**config.mk**
```make
export PLATFORM = sky130hd
export DESIGN_NAME = rcon_seq_gen
export DESIGN_NICKNAME = d
export VERILOG_FILES = /design/src/rtl/rcon_seq_gen.sv
export SDC_FILE = /design/constraint.sdc
export NUM_CORES = 1
export LEC_CHECK = 0
export ABC_AREA = 1
export BUFFER_PORTS_ARGS = -buffer_cell sky130_fd_sc_hd__buf_2
export CAP_MARGIN = 20
export CORE_MARGIN = 5
export CORE_UTILIZATION = 46
export CTS_CLUSTER_DIAMETER = 30
export CTS_CLUSTER_SIZE = 25
export DETAILED_ROUTE_END_ITERATION = 8
export GPL_TIMING_DRIVEN = 0
export PLACE_DENSITY_LB_ADDON = 0.08
export SLEW_MARGIN = 40
export SYNTH_ARGS = -nofsm -noshare
export SYNTH_HDL_FRONTEND = slang
export SYNTH_SLANG_ARGS = --single-unit
```
**constraint.sdc**
```tcl
create_clock -name clk -period 1.7 [get_ports clk]
set_input_delay 0.34 -clock clk [delete_from_list [all_inputs] [get_ports clk]]
set_output_delay 0.34 -clock clk [all_outputs]
set_load 0.01 [all_outputs]
```
**src/rtl/rcon_seq_gen.sv**
```systemverilog
`default_nettype none
// ============================================================================
// Module   : rcon_seq_gen
// Purpose  : Sequential AES round-constant generator. A start request opens a
//            sequence of N round constants (N from key_len). Each next
//            handshake steps forward (xtime) or in reverse (inverse xtime).
// Ports    : clk, rst (sync, active-high)
//            start, dir, key_len  - sequence request, sampled in IDLE
//            next                 - consume current rcon (only when valid)
//            rcon, round_idx      - current constant and its 1-based round
//            valid, last, busy    - sequence status
//            done, err            - one-cycle event pulses
// Config   : RCON_LUT_EN - when defined, rcon comes from a registered
//            10-entry table lookup indexed by the round index instead of
//            the iterative xtime / inverse-xtime register.
// Revision : 1.0 - initial release
// ============================================================================
module rcon_seq_gen #(
  parameter int ROUNDS_128 = 10,
  parameter int ROUNDS_192 = 8,
  parameter int ROUNDS_256 = 7,
  parameter int IDX_W      = 4
) (
  input  logic             clk,
  input  logic             rst,
  input  logic             start,
  input  logic             dir,
  input  logic [1:0]       key_len,
  input  logic             next,
  output logic [7:0]       rcon,
  output logic [IDX_W-1:0] round_idx,
  output logic             valid,
  output logic             last,
  output logic             busy,
  output logic             done,
  output logic             err
);

  localparam logic [1:0] c_ST_IDLE = 2'd0;
  localparam logic [1:0] c_ST_RUN  = 2'd1;
  localparam logic [1:0] c_ST_DONE = 2'd2;

`ifdef RCON_LUT_EN
  function automatic logic [7:0] f_lut(input logic [IDX_W-1:0] idx);
    logic [7:0] r;
    r = 8'h00;
    case (int'(idx))
      1:  r = 8'h01;
      2:  r = 8'h02;
      3:  r = 8'h04;
      4:  r = 8'h08;
      5:  r = 8'h10;
      6:  r = 8'h20;
      7:  r = 8'h40;
      8:  r = 8'h80;
      9:  r = 8'h1B;
      10: r = 8'h36;
      default: r = 8'h00;
    endcase
    return r;
  endfunction
`else
  function automatic logic [7:0] f_xtime(input logic [7:0] r);
    return {r[6:0], 1'b0} ^ (r[7] ? 8'h1B : 8'h00);
  endfunction

  // Inverse of xtime: undo the conditional 0x1B reduction, then shift right.
  function automatic logic [7:0] f_inv_xtime(input logic [7:0] r);
    return r[0] ? ({1'b0, r[7:1]} ^ 8'h8D) : {1'b0, r[7:1]};
  endfunction

  // xtime^(n-1)(0x01): first constant of a reverse run of length n.
  function automatic logic [7:0] f_pow(input int n);
    logic [7:0] r;
    r = 8'h01;
    for (int i = 1; i < n; i++) r = f_xtime(r);
    return r;
  endfunction

  localparam logic [7:0] c_REV_128 = f_pow(ROUNDS_128);
  localparam logic [7:0] c_REV_192 = f_pow(ROUNDS_192);
  localparam logic [7:0] c_REV_256 = f_pow(ROUNDS_256);
`endif

  logic [1:0]       r_state;
  logic [1:0]       w_state_nxt;
  logic             r_dir;
  logic [IDX_W-1:0] r_n;
  logic [IDX_W-1:0] r_idx;
  logic [7:0]       r_rcon;
  logic             r_err;
  logic             w_accept;
  logic             w_step;
  logic             w_last;
  logic [IDX_W-1:0] w_n_sel;
  logic [IDX_W-1:0] w_idx_nxt;
  logic [7:0]       w_rcon_nxt;

  assign w_accept = (r_state == c_ST_IDLE) && start && (key_len != 2'b11);
  assign w_last   = (r_state == c_ST_RUN) &&
                    (r_dir ? (r_idx == IDX_W'(1)) : (r_idx == r_n));
  assign w_step   = (r_state == c_ST_RUN) && next && !w_last;

  always_comb begin
    w_n_sel = IDX_W'(ROUNDS_128);
    case (key_len)
      2'b01:   w_n_sel = IDX_W'(ROUNDS_192);
      2'b10:   w_n_sel = IDX_W'(ROUNDS_256);
      default: w_n_sel = IDX_W'(ROUNDS_128);
    endcase
  end

  // Round index and constant to load on either sequence open or step.
  always_comb begin
    w_idx_nxt  = r_idx;
    w_rcon_nxt = r_rcon;
    if (w_accept) begin
      w_idx_nxt = dir ? w_n_sel : IDX_W'(1);
`ifdef RCON_LUT_EN
      w_rcon_nxt = f_lut(w_idx_nxt);
`else
      w_rcon_nxt = 8'h01;
      if (dir) begin
        case (key_len)
          2'b01:   w_rcon_nxt = c_REV_192;
          2'b10:   w_rcon_nxt = c_REV_256;
          default: w_rcon_nxt = c_REV_128;
        endcase
      end
`endif
    end else if (w_step) begin
      w_idx_nxt = r_dir ? (r_idx - IDX_W'(1)) : (r_idx + IDX_W'(1));
`ifdef RCON_LUT_EN
      w_rcon_nxt = f_lut(w_idx_nxt);
`else
      w_rcon_nxt = r_dir ? f_inv_xtime(r_rcon) : f_xtime(r_rcon);
`endif
    end
  end

  // State register
  always_ff @(posedge clk) begin
    if (rst) r_state <= c_ST_IDLE;
    else     r_state <= w_state_nxt;
  end

  // Next-state logic
  always_comb begin
    w_state_nxt = r_state;
    case (r_state)
      c_ST_IDLE: if (w_accept) w_state_nxt = c_ST_RUN;
      c_ST_RUN:  if (next && w_last) w_state_nxt = c_ST_DONE;
      c_ST_DONE: w_state_nxt = c_ST_IDLE;
      default:   w_state_nxt = c_ST_IDLE;
    endcase
  end

  // Output logic
  always_comb begin
    valid = (r_state == c_ST_RUN);
    busy  = (r_state == c_ST_RUN) || (r_state == c_ST_DONE);
    done  = (r_state == c_ST_DONE);
    last  = w_last;
  end

  // Sequence datapath and error pulse. A start is rejected either because
  // the key length is illegal (IDLE) or because a sequence is in flight.
  always_ff @(posedge clk) begin
    if (rst) begin
      r_dir  <= 1'b0;
      r_n    <= '0;
      r_idx  <= '0;
      r_rcon <= 8'h00;
      r_err  <= 1'b0;
    end else begin
      r_err  <= start && ((r_state == c_ST_IDLE) ? (key_len == 2'b11) : 1'b1);
      r_idx  <= w_idx_nxt;
      r_rcon <= w_rcon_nxt;
      if (w_accept) begin
        r_dir <= dir;
        r_n   <= w_n_sel;
      end
    end
  end

  assign rcon      = r_rcon;
  assign round_idx = r_idx;
  assign err       = r_err;

endmodule
`default_nettype wire

```
==> impl_metrics.py <==
metrics = {
    "grt": {
        "met1_usage": 0.2304,
        "grt_pass1_vias": 1197,
        "track_usage": 0.1651,
        "grt_use_met2": 0.2588,
        "grt_max_degree": 11,
        "grt-busiest-layer": "met2",
        "globalRouteOverflowTotal": 0,
        "antenna_found_initial": 0,
        "use_met3": 0.02802,
        "grt_pass1_wl_um": 5568,
    },
    "sta": {
        "layout_setup_ws_ns": -0.01447,
        "drv_slew": 0,
        "relSlewSlack": 0.8298,
        "tightest_slew_ns": 0.2549,
        "period_minus_slack_ns": 1.714,
        "skew_ns": 0.003627,
        "finalSetupViolations": 1,
        "hold_viol": 0,
        "rsz0062_at_grt": "yes",
        "setup-tns-final_ns": -0.01447,
        "clock.fmax_ghz": 0.5833,
        "period_share": 1.009,
    },
    "cts": {
        "cts_tree": "done",
        "clock-sinks": 19,
        "clkSlewWorstSetupHoldPaths_ns": 0.12,
        "cts_max_level": 1,
        "cts_root_buffer": "clkbuf_4",
        "holdBufCountCts": 0,
        "clk_latency_ns": 0.31,
        "numCtsBuffers": 3,
        "cts_buffer_depth": 2,
    },
    "layout": {
        "antenna_cells": 0,
        "drive_gt1_frac": 0.2678,
        "post-route-util": 0.5911,
        "num-nets-final": 258,
        "syn_to_final_growth_pct": 23.03,
    },
    "floorplan": {
        "rows": 19,
        "dieArea_um2": 4083,
        "die_h_um": 63.90,
        "start_util": 0.4804,
        "fp.coreArea_um2": 2781,
        "ios": 24,
        "dieWidth_um": 63.90,
    },
    "flow_run": {
        "maxCapViolations": 0,
    },
    "synthesis": {
        "avgSynthCellArea_um2": 6.455,
        "netlist_area_um2": 1336,
        "syn_nets": 225,
        "ys_seq_area_frac": 0.2846,
        "synth_top_area_share": 0.2846,
        "ys_warn_count": 0,
        "synth_edf_count": 0,
        "synth_top_area_cell": "dfxtp_1",
        "async_flop_share": 0,
        "ys.flop_type": "dfxtp_1",
        "synth_seq_cells": 19,
        "netlist_instances": 207,
        "synth_most_common_cell": "nand2_1",
        "netlist_top_cells_count": "57 x nand2_1, 23 x inv_1, 23 x nor2_1, 19 x dfxtp_1, 15 x o21ai_0",
        "yosysUniqueCellTypes": 24,
        "synth_area_leaders": "dfxtp_1 28%, nand2_1 16%, ha_1 10%",
    },
    "worst_setup_path": {
        "crit_path_cell_trace": "inv_4 -> ha_4 -> nand2_1 -> nand2_1 -> nand3_2 -> nor2_2 -> nand2_2 -> inv_1 -> buf_2",
        "worstPathMaxFanout": 4,
        "rr_worst_depth": 10,
        "slowest_delay_ns": 0.37,
        "crit_buf_inv": 3,
        "required_ns": 1.36,
        "crit_cells": 9,
        "r2r_slack_ns": 0.11,
        "crit_top_cell": "nand2_1",
        "slowest_stage": "dfxtp_4",
        "worstPathArrival_ns": 1.37,
        "worst-setup-path-type": "reg -> out",
        "critPathTopFamily": "flip-flops",
        "critPathLaunchType": "flip-flop",
        "crit_path_end_kind": "output port",
    },
    "route": {
        "vias": 1397,
        "routed_wl_um": 3382,
        "drt.antenna.violating_nets": 0,
        "first_iter_violations": 103,
        "drc": 0,
        "dr.pass1.iters": 4,
        "via_per_inst": 5.174,
        "wire_per_inst_um": 12.53,
    },
    "outcome": {
        "status": "complete, but fails checks",
        "violations": "setup timing",
    },
    "place": {
        "place_congestion": 0.8319,
        "post-dp-hpwl_um": 2450,
        "io_buffers": 23,
    },
    "pwr": {
        "ir_worst_vdd_mv": 1.107,
        "p_leak_nw": 0.8646,
        "p_total_mw": 2.599,
        "p_per_area_nw_per_um2": 1581,
    },
    "hold_path": {
        "hold_class": "in -> reg",
        "min_path_cells": 2,
    },
}
[registers in the layout, indices dropped and copies added, names as in the netlist]
signal / flops
err: 1
r_dir: 1
r_n: 3
r_state: 2
rcon: 8
round_idx: 4
[area by class of cell]
class | instances | area, µm²
plain buffers | 7 | 63.81
fillers | 282 | 1137
inverters | 26 | 102.6
multi-input cells | 155 | 868.3
repair buffers | 28 | 152.6
clock buffers | 4 | 26.28
flip-flops and latches | 19 | 391.6
well taps | 31 | 38.79
[per-layer routing]
metal	vias up	share of wire	wire (µm)
li1	720	-	-
met1	635	0.47	1582
met2	38	0.47	1577
met3	4	0.055	185
met4	0	0.011	36
met5	-	0	0
[repair_timing]
action	CTS	global route
setup endpoints to repair	2	10
resized for setup	12	17
pin swaps	1	3
buffers inserted	2	3
[cell families (layout without fill, tap and decap cells)]
| family | Yosys count | after routing | synth area share |
|---|---|---|---|
| AND/OR/NAND/NOR | 105 | 105 | 0.3352 |
| flip-flops | 19 | 19 | 0.2846 |
| buffers and inverters | 33 | 65 | 0.1086 |
| AO/OA/AOI/OAI | 34 | 34 | 0.1358 |
| XOR/XNOR | 5 | 5 | 0.03278 |
| adder cells (fa/ha/maj) | 11 | 11 | 0.1030 |
[placed cells by master (no fill, tap or decap), drive strengths merged]
cell | Yosys | final
nand3 | 13 | 13
o22ai | 2 | 2
buf | 7 | 35
or2 | 1 | 1
nand3b | 2 | 2
nand2 | 61 | 61
a22oi | 1 | 1
o21ai | 16 | 16
xnor2 | 3 | 3
dfxtp | 19 | 19
clkbuf | 0 | 4
nand4 | 2 | 2
inv | 26 | 26
o211ai | 1 | 1
a21oi | 14 | 14
nor2 | 26 | 26
xor2 | 2 | 2
ha | 11 | 11
[worst paths after layout]
path | from | endpoint
max reg2reg | r_state[0] | round_idx[0]
min | rst | rcon[0]
max | round_idx[1] | last
min reg2reg | rcon[6] | rcon[6]
[power by group]
| group | switching (mW) | internal, mW |
|---|---|---|
| logic | 0.903 | 0.668 |
| clock network | 0.160 | 0.0916 |
| registers | 0.168 | 0.608 |
| total | 1.23 | 1.37 |
[per-stage QoR]
step                std cells  hold slack (ns)  cell area [µm²]  worst slack (ns)
global placement          261           0.4833             1490          -0.05308
CTS                       267           0.2218             1560          -0.02699
detailed placement        261           0.5152             1490          -0.05819
global route              270           0.2129             1644          -0.09654
floorplan                 207           0.4115             1336            0.1890
finish                    270           0.2310             1644          -0.01447
No activity file was read; power rests on OpenSTA's default activity.
